## src/rtl/control_pkg.sv

```systemverilog
// ---------------------------------------------------------------------------
// control_pkg
// Shared definitions for the multi-cycle RV32I main control unit, its
// datapath and the ALU control decoder.
//   - state_t     : 4-bit encoding of the 13 control states
//   - OP_*        : supported major opcodes (instr[6:0])
//   - ALUOP_*     : aluop encodings seen by the ALU control decoder
//   - SRC_A_*     : ALU A operand mux selects
//   - SRC_B_*     : ALU B operand mux selects
//   - RES_*       : writeback (result) mux selects
//   - decode_next : DECODE-state dispatch on the opcode
// ---------------------------------------------------------------------------
package control_pkg;

    typedef enum logic [3:0] {
        S_IDLE      = 4'd0,
        S_FETCH     = 4'd1,
        S_DECODE    = 4'd2,
        S_EXEC_R    = 4'd3,
        S_EXEC_I    = 4'd4,
        S_ALU_WB    = 4'd5,
        S_MEM_ADDR  = 4'd6,
        S_MEM_READ  = 4'd7,
        S_MEM_WB    = 4'd8,
        S_MEM_WRITE = 4'd9,
        S_BRANCH    = 4'd10,
        S_JAL       = 4'd11,
        S_ILLEGAL   = 4'd12
    } state_t;

    localparam logic [6:0] OP_R      = 7'b0110011;
    localparam logic [6:0] OP_IMM    = 7'b0010011;
    localparam logic [6:0] OP_LOAD   = 7'b0000011;
    localparam logic [6:0] OP_STORE  = 7'b0100011;
    localparam logic [6:0] OP_BRANCH = 7'b1100011;
    localparam logic [6:0] OP_JAL    = 7'b1101111;

    localparam logic [1:0] ALUOP_ADD   = 2'b00;
    localparam logic [1:0] ALUOP_SUB   = 2'b01;
    localparam logic [1:0] ALUOP_FUNCT = 2'b10;

    localparam logic [1:0] SRC_A_PC    = 2'b00;
    localparam logic [1:0] SRC_A_RS1   = 2'b01;
    localparam logic [1:0] SRC_A_OLDPC = 2'b10;

    localparam logic [1:0] SRC_B_RS2   = 2'b00;
    localparam logic [1:0] SRC_B_FOUR  = 2'b01;
    localparam logic [1:0] SRC_B_IMM   = 2'b10;

    localparam logic [1:0] RES_ALUOUT  = 2'b00;
    localparam logic [1:0] RES_MEM     = 2'b01;
    localparam logic [1:0] RES_ALU     = 2'b10;

    // Maps the major opcode to the first state after DECODE; any opcode
    // the core does not implement lands in the trapping ILLEGAL state.
    function automatic state_t decode_next(input logic [6:0] op);
        state_t nxt;
        case (op)
            OP_R:                nxt = S_EXEC_R;
            OP_IMM:              nxt = S_EXEC_I;
            OP_LOAD, OP_STORE:   nxt = S_MEM_ADDR;
            OP_BRANCH:           nxt = S_BRANCH;
            OP_JAL:              nxt = S_JAL;
            default:             nxt = S_ILLEGAL;
        endcase
        return nxt;
    endfunction

endpackage

```

## src/rtl/main_control_fsm.sv

```systemverilog
// ---------------------------------------------------------------------------
// main_control_fsm
// Multi-cycle main control unit for the RV32I core. Sequences
// fetch/decode/execute/memory/writeback and drives every datapath enable
// and mux select, plus a ready-based handshake with the unified memory.
//
// Ports:
//   clk           in   system clock, rising edge
//   reset         in   asynchronous active-high reset, forces IDLE
//   opcode[6:0]   in   instr[6:0] from the instruction register
//   zero          in   ALU zero flag, meaningful in BRANCH
//   mem_ready     in   memory completes the current request this cycle
//   mem_req       out  memory request, held until mem_ready
//   mem_we        out  write qualifier for mem_req
//   iord          out  memory address select (0 = PC, 1 = ALUOut)
//   ir_write      out  load IR and OldPC
//   pc_write      out  load PC
//   pc_source     out  PC input select (0 = ALU result, 1 = ALUOut)
//   reg_write     out  register file write enable
//   result_src    out  writeback select (00 ALUOut, 01 mem, 10 ALU)
//   alu_src_a     out  ALU A select (00 PC, 01 rs1, 10 OldPC)
//   alu_src_b     out  ALU B select (00 rs2, 01 four, 10 imm)
//   aluop         out  to the ALU control decoder
//   illegal_instr out  sticky unsupported-opcode flag
// ---------------------------------------------------------------------------
module main_control_fsm
    import control_pkg::*;
(
    input  logic       clk,
    input  logic       reset,
    input  logic [6:0] opcode,
    input  logic       zero,
    input  logic       mem_ready,
    output logic       mem_req,
    output logic       mem_we,
    output logic       iord,
    output logic       ir_write,
    output logic       pc_write,
    output logic       pc_source,
    output logic       reg_write,
    output logic [1:0] result_src,
    output logic [1:0] alu_src_a,
    output logic [1:0] alu_src_b,
    output logic [1:0] aluop,
    output logic       illegal_instr
);

    state_t state;
    state_t next_state;

    // State register; reset drops straight to IDLE so every output
    // (all decoded from state) goes low without waiting for a clock.
    always_ff @(posedge clk or posedge reset) begin
        if (reset) begin
            state <= S_IDLE;
        end else begin
            state <= next_state;
        end
    end

    // Next-state and output decode. Outputs are Moore except the
    // mem_ready-gated IR/PC loads in FETCH and the zero-gated PC load in
    // BRANCH, so a stalled fetch never commits anything.
    always_comb begin
        next_state    = state;
        mem_req       = 1'b0;
        mem_we        = 1'b0;
        iord          = 1'b0;
        ir_write      = 1'b0;
        pc_write      = 1'b0;
        pc_source     = 1'b0;
        reg_write     = 1'b0;
        result_src    = RES_ALUOUT;
        alu_src_a     = SRC_A_PC;
        alu_src_b     = SRC_B_RS2;
        aluop         = ALUOP_ADD;
        illegal_instr = 1'b0;

        unique case (state)
            S_IDLE: begin
                next_state = S_FETCH;
            end
            S_FETCH: begin
                mem_req   = 1'b1;
                alu_src_a = SRC_A_PC;
                alu_src_b = SRC_B_FOUR;
                aluop     = ALUOP_ADD;
                if (mem_ready) begin
                    ir_write   = 1'b1;
                    pc_write   = 1'b1;
                    next_state = S_DECODE;
                end
            end
            S_DECODE: begin
                // Precompute OldPC + imm into ALUOut for branch/jump targets.
                alu_src_a  = SRC_A_OLDPC;
                alu_src_b  = SRC_B_IMM;
                aluop      = ALUOP_ADD;
                next_state = decode_next(opcode);
            end
            S_EXEC_R: begin
                alu_src_a  = SRC_A_RS1;
                alu_src_b  = SRC_B_RS2;
                aluop      = ALUOP_FUNCT;
                next_state = S_ALU_WB;
            end
            S_EXEC_I: begin
                alu_src_a  = SRC_A_RS1;
                alu_src_b  = SRC_B_IMM;
                aluop      = ALUOP_FUNCT;
                next_state = S_ALU_WB;
            end
            S_ALU_WB: begin
                reg_write  = 1'b1;
                result_src = RES_ALUOUT;
                next_state = S_FETCH;
            end
            S_MEM_ADDR: begin
                // Only LOAD and STORE reach here, and the IR is frozen,
                // so checking for STORE alone is enough.
                alu_src_a  = SRC_A_RS1;
                alu_src_b  = SRC_B_IMM;
                aluop      = ALUOP_ADD;
                next_state = (opcode == OP_STORE) ? S_MEM_WRITE : S_MEM_READ;
            end
            S_MEM_READ: begin
                mem_req = 1'b1;
                iord    = 1'b1;
                if (mem_ready) begin
                    next_state = S_MEM_WB;
                end
            end
            S_MEM_WB: begin
                reg_write  = 1'b1;
                result_src = RES_MEM;
                next_state = S_FETCH;
            end
            S_MEM_WRITE: begin
                mem_req = 1'b1;
                mem_we  = 1'b1;
                iord    = 1'b1;
                if (mem_ready) begin
                    next_state = S_FETCH;
                end
            end
            S_BRANCH: begin
                alu_src_a  = SRC_A_RS1;
                alu_src_b  = SRC_B_RS2;
                aluop      = ALUOP_SUB;
                pc_source  = 1'b1;
                pc_write   = zero;
                next_state = S_FETCH;
            end
            S_JAL: begin
                // Link value is OldPC + 4 from the ALU; target sits in ALUOut.
                alu_src_a  = SRC_A_OLDPC;
                alu_src_b  = SRC_B_FOUR;
                aluop      = ALUOP_ADD;
                pc_source  = 1'b1;
                pc_write   = 1'b1;
                reg_write  = 1'b1;
                result_src = RES_ALU;
                next_state = S_FETCH;
            end
            S_ILLEGAL: begin
                illegal_instr = 1'b1;
                next_state    = S_ILLEGAL;
            end
            default: begin
                next_state = S_IDLE;
            end
        endcase
    end

endmodule

```

## config.mk

```make
export PLATFORM = sky130hd
export DESIGN_NAME = main_control_fsm
export DESIGN_NICKNAME = d
export VERILOG_FILES = /design/src/rtl/control_pkg.sv /design/src/rtl/main_control_fsm.sv
export SDC_FILE = /design/constraint.sdc
export NUM_CORES = 1
export LEC_CHECK = 0
export ABC_AREA = 0
export CAP_MARGIN = 20
export CORE_UTILIZATION = 43
export DETAILED_ROUTE_END_ITERATION = 8
export HOLD_SLACK_MARGIN = 0.12
export PLACE_DENSITY = 0.83
export SYNTH_ARGS = -nofsm -noshare
export SYNTH_HDL_FRONTEND = slang
export SYNTH_SLANG_ARGS = --single-unit
```

## constraint.sdc

```tcl
create_clock -name clk -period 3 [get_ports clk]
set_input_delay 0.3 -clock clk [delete_from_list [all_inputs] [get_ports clk]]
set_output_delay 0.3 -clock clk [all_outputs]
set_load 0.02 [all_outputs]
```

==> reports/metrics.yaml <==
outcome: "finished clean"
grt_pass1_wl_um: 2450
max_slew_margin_pct: 63.4
ant_nets: 0
die_h_um: 38.9
grt_usage_pct: 22.2
ys_types: 38
post-route-period-util_pct: 84.3
synth_edf_count: 0
grt_pass1_vias: 600
cts_setup_buffers: 0
cts_tree: "yes"
largest-register: "state"
cp_cell_sequence: "nand2b_1 > nor2_1 > nor2_1 > o32ai_1 > clkdlybuf4s50_1"
final_cell_area_um2: 853
core_area_um2: 1190
cts.clk_slew.worst_paths_ns: 0.04
cp_top_family: "flip-flops"
critPathKind: "register to output port"
synth.net_count: 96
port-buffer-count: 26
wl_per_cell_um: 12.9
synth-async-reset-ratio_pct: 100
power.leakage_nw: 0.322
nets: 122
final_max_slew_viol_count: 0
reg_top3: "state: 4 flops"
final_cell_mix: "26 x clkdlybuf4s50_1, 12 x nor2_1, 8 x nand2_1"
io-pin-count: 27
syn_area_um2: 586
p_per_area_nw_per_um2: 905
largest_register_ffs: 4
crit_top_cell: "nor2_1"
cap_viol_max_count: 0
viasPerCell: 5.75
endpoint_kind: "output port"
post-dp-hpwl_um: 1230
ys_ff_latch: 4
clockBufferDepth: 2
final.setup_skew_ns: 0.00658
layout_setup_ws_ns: 0.470
ys_warn_count: 0
initial_core_util_pct: 49.4
rsz0062_at_grt: "no"
drive_gt1_share_pct: 7.34
antenna_cells: 0
overflow: 0
path_buf_inv: 1
crit_slowest_cell: "dfrtp_1"
synth_area_leaders: "dfrtp_1 17%, nor2_1 7.7%, nand2b_1 5.3%"
worstRegToRegCells: 4
antenna_found_initial: 0
yosys.area.top_type: "dfrtp_1"
drt_iter0_markers: 27
routed_wl_um: 1590
grt_max_degree: 20
synth.avg_cell_area_um2: 6.89
cts_max_level: 1
die_width_um: 38.9
worstReg2RegStart: "state[0]"
pre_cts_slack_ns: 0.744
postCtsHoldBufs: 0
finalSetupViolCount: 0
regToRegSetupSlack_ns: 1.50
setup_tns_ns: 0
die-area_um2: 1510
crit_arrival_ns: 2.23
detail_route.first_pass.iterations: 4
path_max_fanout: 16
row_count: 12
cts_resized: 0
clk_latency_ns: 0.24
cp.required_ns: 2.70
root_buffer: "clkbuf_4"
finalHoldViolCount: 0
syn_inst: 85
hold_path.class: "primary input to asynchronous set/reset pin"
place_area_um2: 831
slowest_delay_ns: 0.67
finalCriticalPeriod_ns: 2.53
drcViolationCount: 0
seq_area_frac_synth_pct: 17.1
start_kind: "register"
peakVddDrop_mv: 0.556
synth_ff_type: "dfrtp_1"
filler_cell_count: 98
area_growth_pct: 45.7
r2r-end: "state[1]"
fmaxAchievable_ghz: 0.395
clkSinkCount: 4
tightest_slew_ns: 0.549
numCtsBuffers: 3
final_common_cell: "clkdlybuf4s50_1"
vias: 707
synth.top_cell.area_share_pct: 17.1
gp_congestion: 0.817
==> stage by stage <==
stage	utilization, %	power [mW]	hold slack (ns)	std cells
finish	71.9	0.773	0.240	123
detailed placement	70.0	0.702	0.495	120
floorplan	-	0.506	0.0661	85
CTS	71.9	0.772	0.245	123
global placement	70.0	0.694	0.489	120
global route	71.9	0.824	0.267	123
==> report_power, final <==
part / switching, mW / total, mW / internal, mW / leakage, nW
clock: 0.0223 / 0.0671 / 0.0448 / 0.0138
combinational: 0.270 / 0.532 / 0.263 / 0.259
sequential: 0.0973 / 0.173 / 0.0761 / 0.0494
total: 0.389 / 0.773 / 0.384 / 0.322
==> routing by layer <==
metal	track usage, %	vias to the layer above	part of all wire [%]
met5	0	-	0
met4	5.17	0	0
met3	2.31	0	4.2
met2	34.2	14	48
met1	32.3	334	47
li1	-	359	-
==> cells by family after synthesis <==
logic type      after synthesis  share of synthesized area, %
flops                         4                          17.1
buf+inv                       7                          6.84
compound gates               23                          27.4
xor+xnor                      2                          2.99
simple gates                 49                          45.7
==> cells in the mapped netlist (2+ instances only) <==
cell type and instances:
nand4_1 2, a21oi_1 5, nand2b_1 5, buf_2 2, nand3_1 2, o2bb2ai_1 2
nor3_1 3, nand2_1 8, nor2_1 12, o21ai_1 5, o32ai_1 2, nor3_2 2
dfrtp_1 4, nor2b_1 5, and2_1 3
==> worst max path at each step <==
stage,to,slack (ns),start,cells after the start
6_report,alu_src_a[0],0.47,state[3],5
5_1_grt,alu_src_a[0],0.35,state[3],5
4_1_cts,alu_src_a[0],0.49,state[2],5
3_5_place_dp,alu_src_a[0],0.74,state[2],5
3_3_place_gp,alu_src_a[0],0.80,state[3],5
2_1_floorplan,alu_src_a[0],1.25,state[2],4
==> cell type report <==
| class | count | area, um2 | share of cell area (%) |
|---|---|---|---|
| Clock buffer | 3 | 22.5 | 2.64 |
| Tap cell | 14 | 17.5 | 2.05 |
| Multi-Input combinational cell | 74 | 445 | 52.2 |
| Timing Repair Buffer | 26 | 260 | 30.5 |
| Inverter | 2 | 7.51 | 0.880 |
| Sequential cell | 4 | 100 | 11.7 |
Note: power is estimated with default switching activity, not from simulation.
